`src/rtl/truth_table_sweeper.sv`:
```
// truth_table_sweeper: drives all 16 {A,B,C,D} vectors into two functions, samples both after a settle time and compares them
// Optional build macro: SWEEP_STOP_ON_FAIL_EN ends the sweep at the first mismatching vector.
module truth_table_sweeper #(
    parameter int SETTLE_CYC = 2
) (
    input  logic        clk,
    input  logic        rst_n,
    input  logic        start,
    input  logic        abort,
    input  logic        f_ref,
    input  logic        f_sim,
    output logic        A,
    output logic        B,
    output logic        C,
    output logic        D,
    output logic        busy,
    output logic        done,
    output logic        pass,
    output logic [4:0]  mismatch_count,
    output logic [3:0]  first_fail,
    output logic        fail_valid,
    output logic [15:0] truth_table
);
    typedef enum logic [1:0] {IDLE, SETTLE, SAMPLE, DONE} state_t;
    state_t     state;
    logic [3:0] idx, scnt;
    logic       miss, last;
    logic [4:0] cnt_nxt;
    assign {A, B, C, D} = idx;
    // Mismatch of the current vector, running count including it, and whether this sample ends the sweep
    always_comb begin
        miss    = f_ref != f_sim;
        cnt_nxt = mismatch_count + 5'(miss);
`ifdef SWEEP_STOP_ON_FAIL_EN
        last    = (idx == 4'hF) || miss;
`else
        last    = idx == 4'hF;
`endif
    end
    // Sequencer: start/clear, settle countdown, sample-and-compare, abort back to idle keeping partial results
    always_ff @(posedge clk or negedge rst_n) begin
        if (!rst_n) begin
            state          <= IDLE;
            idx            <= '0;
            scnt           <= '0;
            busy           <= 1'b0;
            done           <= 1'b0;
            pass           <= 1'b0;
            mismatch_count <= '0;
            first_fail     <= '0;
            fail_valid     <= 1'b0;
            truth_table    <= '0;
        end else if (abort && busy) begin
            state <= IDLE;
            idx   <= '0;
            busy  <= 1'b0;
            done  <= 1'b0;
            pass  <= 1'b0;
        end else begin
            case (state)
                SETTLE: begin
                    if (scnt == 4'(SETTLE_CYC - 1)) state <= SAMPLE;
                    else scnt <= scnt + 4'd1;
                end
                SAMPLE: begin
                    truth_table[idx] <= f_sim;
                    if (miss) begin
                        mismatch_count <= cnt_nxt;
                        if (!fail_valid) begin
                            first_fail <= idx;
                            fail_valid <= 1'b1;
                        end
                    end
                    if (last) begin
                        state <= DONE;
                        busy  <= 1'b0;
                        done  <= 1'b1;
                        pass  <= cnt_nxt == 5'd0;
                    end else begin
                        idx   <= idx + 4'd1;
                        scnt  <= '0;
                        state <= SETTLE;
                    end
                end
                default: begin
                    if (start) begin
                        state          <= SETTLE;
                        idx            <= '0;
                        scnt           <= '0;
                        busy           <= 1'b1;
                        done           <= 1'b0;
                        pass           <= 1'b0;
                        mismatch_count <= '0;
                        first_fail     <= '0;
                        fail_valid     <= 1'b0;
                        truth_table    <= '0;
                    end
                end
            endcase
        end
    end
endmodule

```
`config.mk`:
```
export PLATFORM = sky130hd
export DESIGN_NAME = truth_table_sweeper
export DESIGN_NICKNAME = d
export VERILOG_FILES = /design/src/rtl/truth_table_sweeper.sv
export SDC_FILE = /design/constraint.sdc
export NUM_CORES = 1
export LEC_CHECK = 0
export ABC_AREA = 1
export ABC_CLOCK_PERIOD_IN_PS = 3500
export BUFFER_PORTS_ARGS = -buffer_cell sky130_fd_sc_hd__buf_4
export CORE_MARGIN = 3
export CORE_UTILIZATION = 35
export CTS_BUF_LIST = sky130_fd_sc_hd__clkbuf_16
export CTS_CLUSTER_DIAMETER = 100
export DETAILED_ROUTE_END_ITERATION = 16
export SYNTH_ARGS = -nofsm -noshare
export SYNTH_HDL_FRONTEND = slang
export SYNTH_SLANG_ARGS = --single-unit
```
`constraint.sdc`:
```
create_clock -name clk -period 3.5 [get_ports clk]
set_input_delay 0.35 -clock clk [delete_from_list [all_inputs] [get_ports clk]]
set_output_delay 0.35 -clock clk [all_outputs]
set_load 0.005 [all_outputs]
```
; Yosys cells after proc, flatten, opt, wreduce, memory -nomap -nowiden
; Index checks and enable logic that the tools add are counted.
[word_totals]
regBits = 39
inputBits = 6
out_inout_bits = 33
elab_cells = 80
[classes]
n_addsub = 3
order_cmp = 2
n_eq_ne = 13
mux = 36
n_bitwise = 2
reduce_logical = 14
[op_table]
columns = op, count
row1 = 16-bit one-hot mux with 2 select lines, 1
row2 = 4-bit 2-to-1 mux, 7
row3 = 4-bit one-hot mux with 2 select lines, 3
row4 = 16-bit bitwise mux, 1
row5 = 16-bit 2-to-1 mux, 1
row6 = 1-bit 2-to-1 mux, 10
row7 = 5-bit 2-to-1 mux, 2
row8 = "2-bit != test, second input constant", 5
row9 = 5-bit one-hot mux with 2 select lines, 1
row10 = "3-bit != test, second input constant", 3
row11 = 3-bit AND reduction, 3
row12 = "4-bit by 1-bit adder with 4-bit output, second input constant", 2
row13 = 2-bit 2-to-1 mux, 4
row14 = 1-bit one-hot mux with 2 select lines, 4
row15 = 4-bit AND reduction, 2
row16 = 3-bit nonzero test, 2
row17 = 5-bit by 1-bit adder with 5-bit output, 1
row18 = 5-bit zero test, 1
row19 = "4-bit by 5-bit < comparator with 1-bit output, second input constant", 1
row20 = 5-bit AND reduction, 1
row21 = 1-bit demux with 4-bit select, 1
row22 = "4-bit by 1-bit == test with 1-bit output, second input constant", 1
row23 = "4-bit == test, second input constant", 1
row24 = "4-bit by 1-bit greater-or-equal comparator with 1-bit output, second input constant", 1
row25 = other kinds (9), 11

; Depth between registers and ports, before layout
[logic_depth]
word_depth = 6
mapped_depth = 12
depth_no_buf = 12

; Worst setup path before layout
; Ideal clock, no wire load.
[synth_path]
path_type = in2reg
from = input port f_sim
to = register pass
setup_ns = 0.065
arrival_ns = 1.413
required_ns = 3.435
path_slack_ns = 2.022
cell_stages = 12
n_path_buf = 0
cell_sequence = inv_1 nand2_1 nand2_1 ha_1 ha_1 inv_1 nand2_1 nor2_1 nand2_1 nor2_1 nand2_1 nand2_1
[synth_via]
elab_chain_len = 6
[synth_lines]
columns = item, line_no
row1 = from (decl), 11  ; input logic f_sim,
row2 = 1-bit != test, 32  ; miss = f_ref != f_sim;
row3 = 5-bit by 1-bit adder with 5-bit output, 33  ; cnt_nxt = mismatch_count + 5'(miss);
row4 = 5-bit zero test, 78  ; pass <= cnt_nxt == 5'd0;
row5 = 1-bit 2-to-1 mux, 74  ; if (last) begin
row6 = 1-bit one-hot mux with 2 select lines, 60  ; case (state)
row7 = 1-bit 2-to-1 mux, 53  ; end else if (abort && busy) begin
row8 = to (signal assigned), 58  ; pass <= 1'b0;
row9 = to (signal assigned), 78
row10 = to (signal assigned), 92  ; pass <= 1'b0;
row11 = to (decl), 18  ; output logic pass,
; Every way passes these cells. The select of a mux whose other input is x is not followed.
; A chain may end at the register's enable or synchronous reset.

; Worst setup path after layout
[layout_path]
from = register state[0]
to = register first_fail[3]
[layout_via]
elab_chain_len = 3
elab_cells_between_ends = 8
cone_classes = 4 x eq/ne / 1 x mux / 1 x bitwise / 2 x reduce/logical
[layout_lines]
columns = item, line_no
row1 = from (decl), 25  ; state_t state;
row2 = from (signal assigned), 43  ; state <= IDLE;
row3 = from (signal assigned), 54  ; state <= IDLE;
row4 = from (signal assigned), 62  ; if (scnt == 4'(SETTLE_CYC - 1)) state <= SAMPLE;
row5 = 2-bit == test / 2-bit by 1-bit == test with 1-bit output (equally long branches), 60
row6 = 2-bit != test (no line) (tied with other cells), -
row7 = 5-bit AND reduction (no line), -
row8 = to (signal assigned), 70  ; first_fail <= idx;
row9 = to (decl), 20  ; output logic [3:0] first_fail,
; Several ways; a longest one is shown, not always the timed one.

==> reports/results.ini <==
[run_status]
status = finished, final reports clean

[finish]
drive_gt1_share_pct = 15.8
final_area_um2 = 2730
fin_util_pct = 44.7
diodes = 0
num-nets-final = 365
fin_cells = 423
area_growth_syn_to_layout_pct = 20.8
nFillCells = 621

[global_routing]
grt-ovfl-total = 0
grt_first_pass_wirelength_um = 8640
track_usage_pct = 14.4
antenna_found_initial = 0
grt_pass1_vias = 1918
grt_max_degree = 40

[setup_path]
cp-start-kind = register
critPathMaxFanout = 19
path_buf_inv = 3
critPathKind = reg -> reg
crit_arrival_ps = 2290
reg2reg_slack_ps = 1380
crit_family = adder cells
worst_setup_path_end_kind = register
path_depth = 9
reg2regPathDepth = 9
critPathSlowestCell = ha_1
crit_path_cell_trace = inv_1 -> ha_1 -> inv_4 -> nand2_4 -> nand3_4 -> inv_4 -> nand3_1 -> nand2_1 -> nand2_1
crit_required_ps = 3670
cpPeakStageDelay_ps = 600

[place]
dpl.hpwl_um = 3730
pre_cts_ws_ps = 1370
port_buffers = 38
place.gp.congestion = 0.801
dp.cells = 416
post_dp_cell_area_um2 = 2590

[clock_tree]
clkSinkCount = 39
root_buffer = clkbuf_16
cts_hold_buf = 0
ctsResizeCount = 0
cts_buffers = 5
clk_latency_ps = 280
cts.clk_slew.worst_paths_ps = 50
postCtsSetupBuffers = 0
cts_tree = built
cts-htree-levels = 2
cts_buffer_depth = 2

[job]
timing.max_cap.violations = 0

[timing]
rsz0062_at_grt = false
finalCriticalPeriod_ps = 2120
finClkSkew_ps = 2.99
layout_setup_ws_ps = 1380
worst_pin_slew_ps = 687
setup_tns_ps = 0
min_period_over_period_pct = 60.7
slew_viol_final = 0
hold_viol_final = 0
slew_headroom_pct = 54.2
setup_viol = 0
timing.hold.ws_ps = 41.1
fmax_ghz = 0.471

[drt]
vias = 1988
wl_per_cell_um = 11.6
antenna_left = 0
dr.pass1.iters = 5
totalWireLength_um = 4920
drt-initial-drc-count = 139
drc = 0
viasPerCell = 4.70

[yosys]
synth-edff-count = 0
synth.most_common_cell = nand2_1
yosys_warnings = 0
yosys.area.top_type = dfrtp_1
synthFlopType = dfrtp_1
ys_types = 21
seq_area_frac_synth_pct = 43.2
synth_top_area_share_pct = 43.2
syn_inst = 308
synth_top_family_by_area = simple AND/OR/NAND/NOR gates
yosys.area_share.simple_pct = 37.3
syn_area_per_cell_um2 = 7.33
syn-num-nets = 325
async_flop_share_pct = 100
synth_compound_area_share_pct = 5.43
synth.area.top_cells = dfrtp_1, nand2_1, ha_1, nor2_1, nand3_1
yosys.area_share.xor_xnor_pct = 0.776
synthAdderAreaFrac_pct = 6.10
syn_area_um2 = 2260
synth_commonest_cells = nand2_1, dfrtp_1, nor2_1, inv_1, nand3_1
yosys-mux-area-fraction_pct = 0
ys_ff_latch = 39

[floorplanning]
initial_core_util_pct = 37.0
boundaryPins = 39
core_um2 = 6100
die_h_um = 86.3
die_w_um = 86.3
fp.dieArea_um2 = 7450
num_rows = 28

[power]
p_leak_nw = 1.51
total_power_mw = 1.11
peakVddDrop_v = 0.000221
power_density_nw_per_um2 = 406

[min_path]
hold_path.class = in -> async

## logic make-up after synthesis
logic type      Yosys count
compound gates           24
xor+xnor                  2
fa+ha+maj                11
buf+inv                  35
flops                    39
simple gates            197
## worst paths after layout
kind                                      to            from
min                          truth_table[12]           rst_n
max reg2reg                    first_fail[3]        state[0]
max                            first_fail[3]        state[0]
min in group clk                    state[0]           abort
min reg2reg                   truth_table[8]  truth_table[8]
max in group asynchronous  mismatch_count[3]           rst_n
## power breakdown
group / internal [mW] / leakage (nW) / switching (mW) / total [mW]
registers: 0.480 / 0.499 / 0.0279 / 0.507
clock network: 0.256 / 0.0671 / 0.160 / 0.416
logic: 0.0768 / 0.946 / 0.108 / 0.184
total: 0.812 / 1.51 / 0.296 / 1.11
## routing by layer
layer,wire (um),share of wire (%),track usage (%),vias up
met3,211,4.3,3.80,2
met4,29,0.59,3.82,0
met5,0,0,0,-
li1,-,-,-,1048
met2,2380,48,24.3,35
met1,2300,47,18.2,903
## layout by cell type, fill, tap and decap left out
cell	netlist	final
a21oi_1	2	2
buf_4	0	38
clkbuf_16	0	5
clkinv_1	0	1
clkinv_2	0	1
dfrtp_1	39	39
ha_1	11	11
inv_1	27	27
inv_2	1	1
inv_4	2	2
nand2_1	129	129
nand2_2	2	2
nand2_4	3	3
nand3_1	23	23
nand3_4	1	1
nand4_1	5	5
nor2_1	32	32
nor2_4	1	1
nor3_4	1	1
o21a_1	1	1
o21ai_0	11	11
o21ai_1	10	10
xnor2_1	2	2
## registers in the layout, summed over array words and instances, names as in the netlist, 2 cells and up
register        count
truth_table        16
mismatch_count      5
state               2
idx                 4
scnt                4
first_fail          4
## cell type report
| class | instances | area [um2] | share of cell area (%) |
|---|---|---|---|
| multi-input cells | 234 | 1120 | 41.1 |
| inverters | 30 | 118 | 4.31 |
| flip-flops and latches | 39 | 976 | 35.8 |
| well taps | 75 | 93.8 | 3.44 |
| repair buffers | 38 | 285 | 10.5 |
| clock buffers | 5 | 125 | 4.59 |
| clock inverters | 2 | 8.76 | 0.321 |
Power figures use the tool's default switching activity.
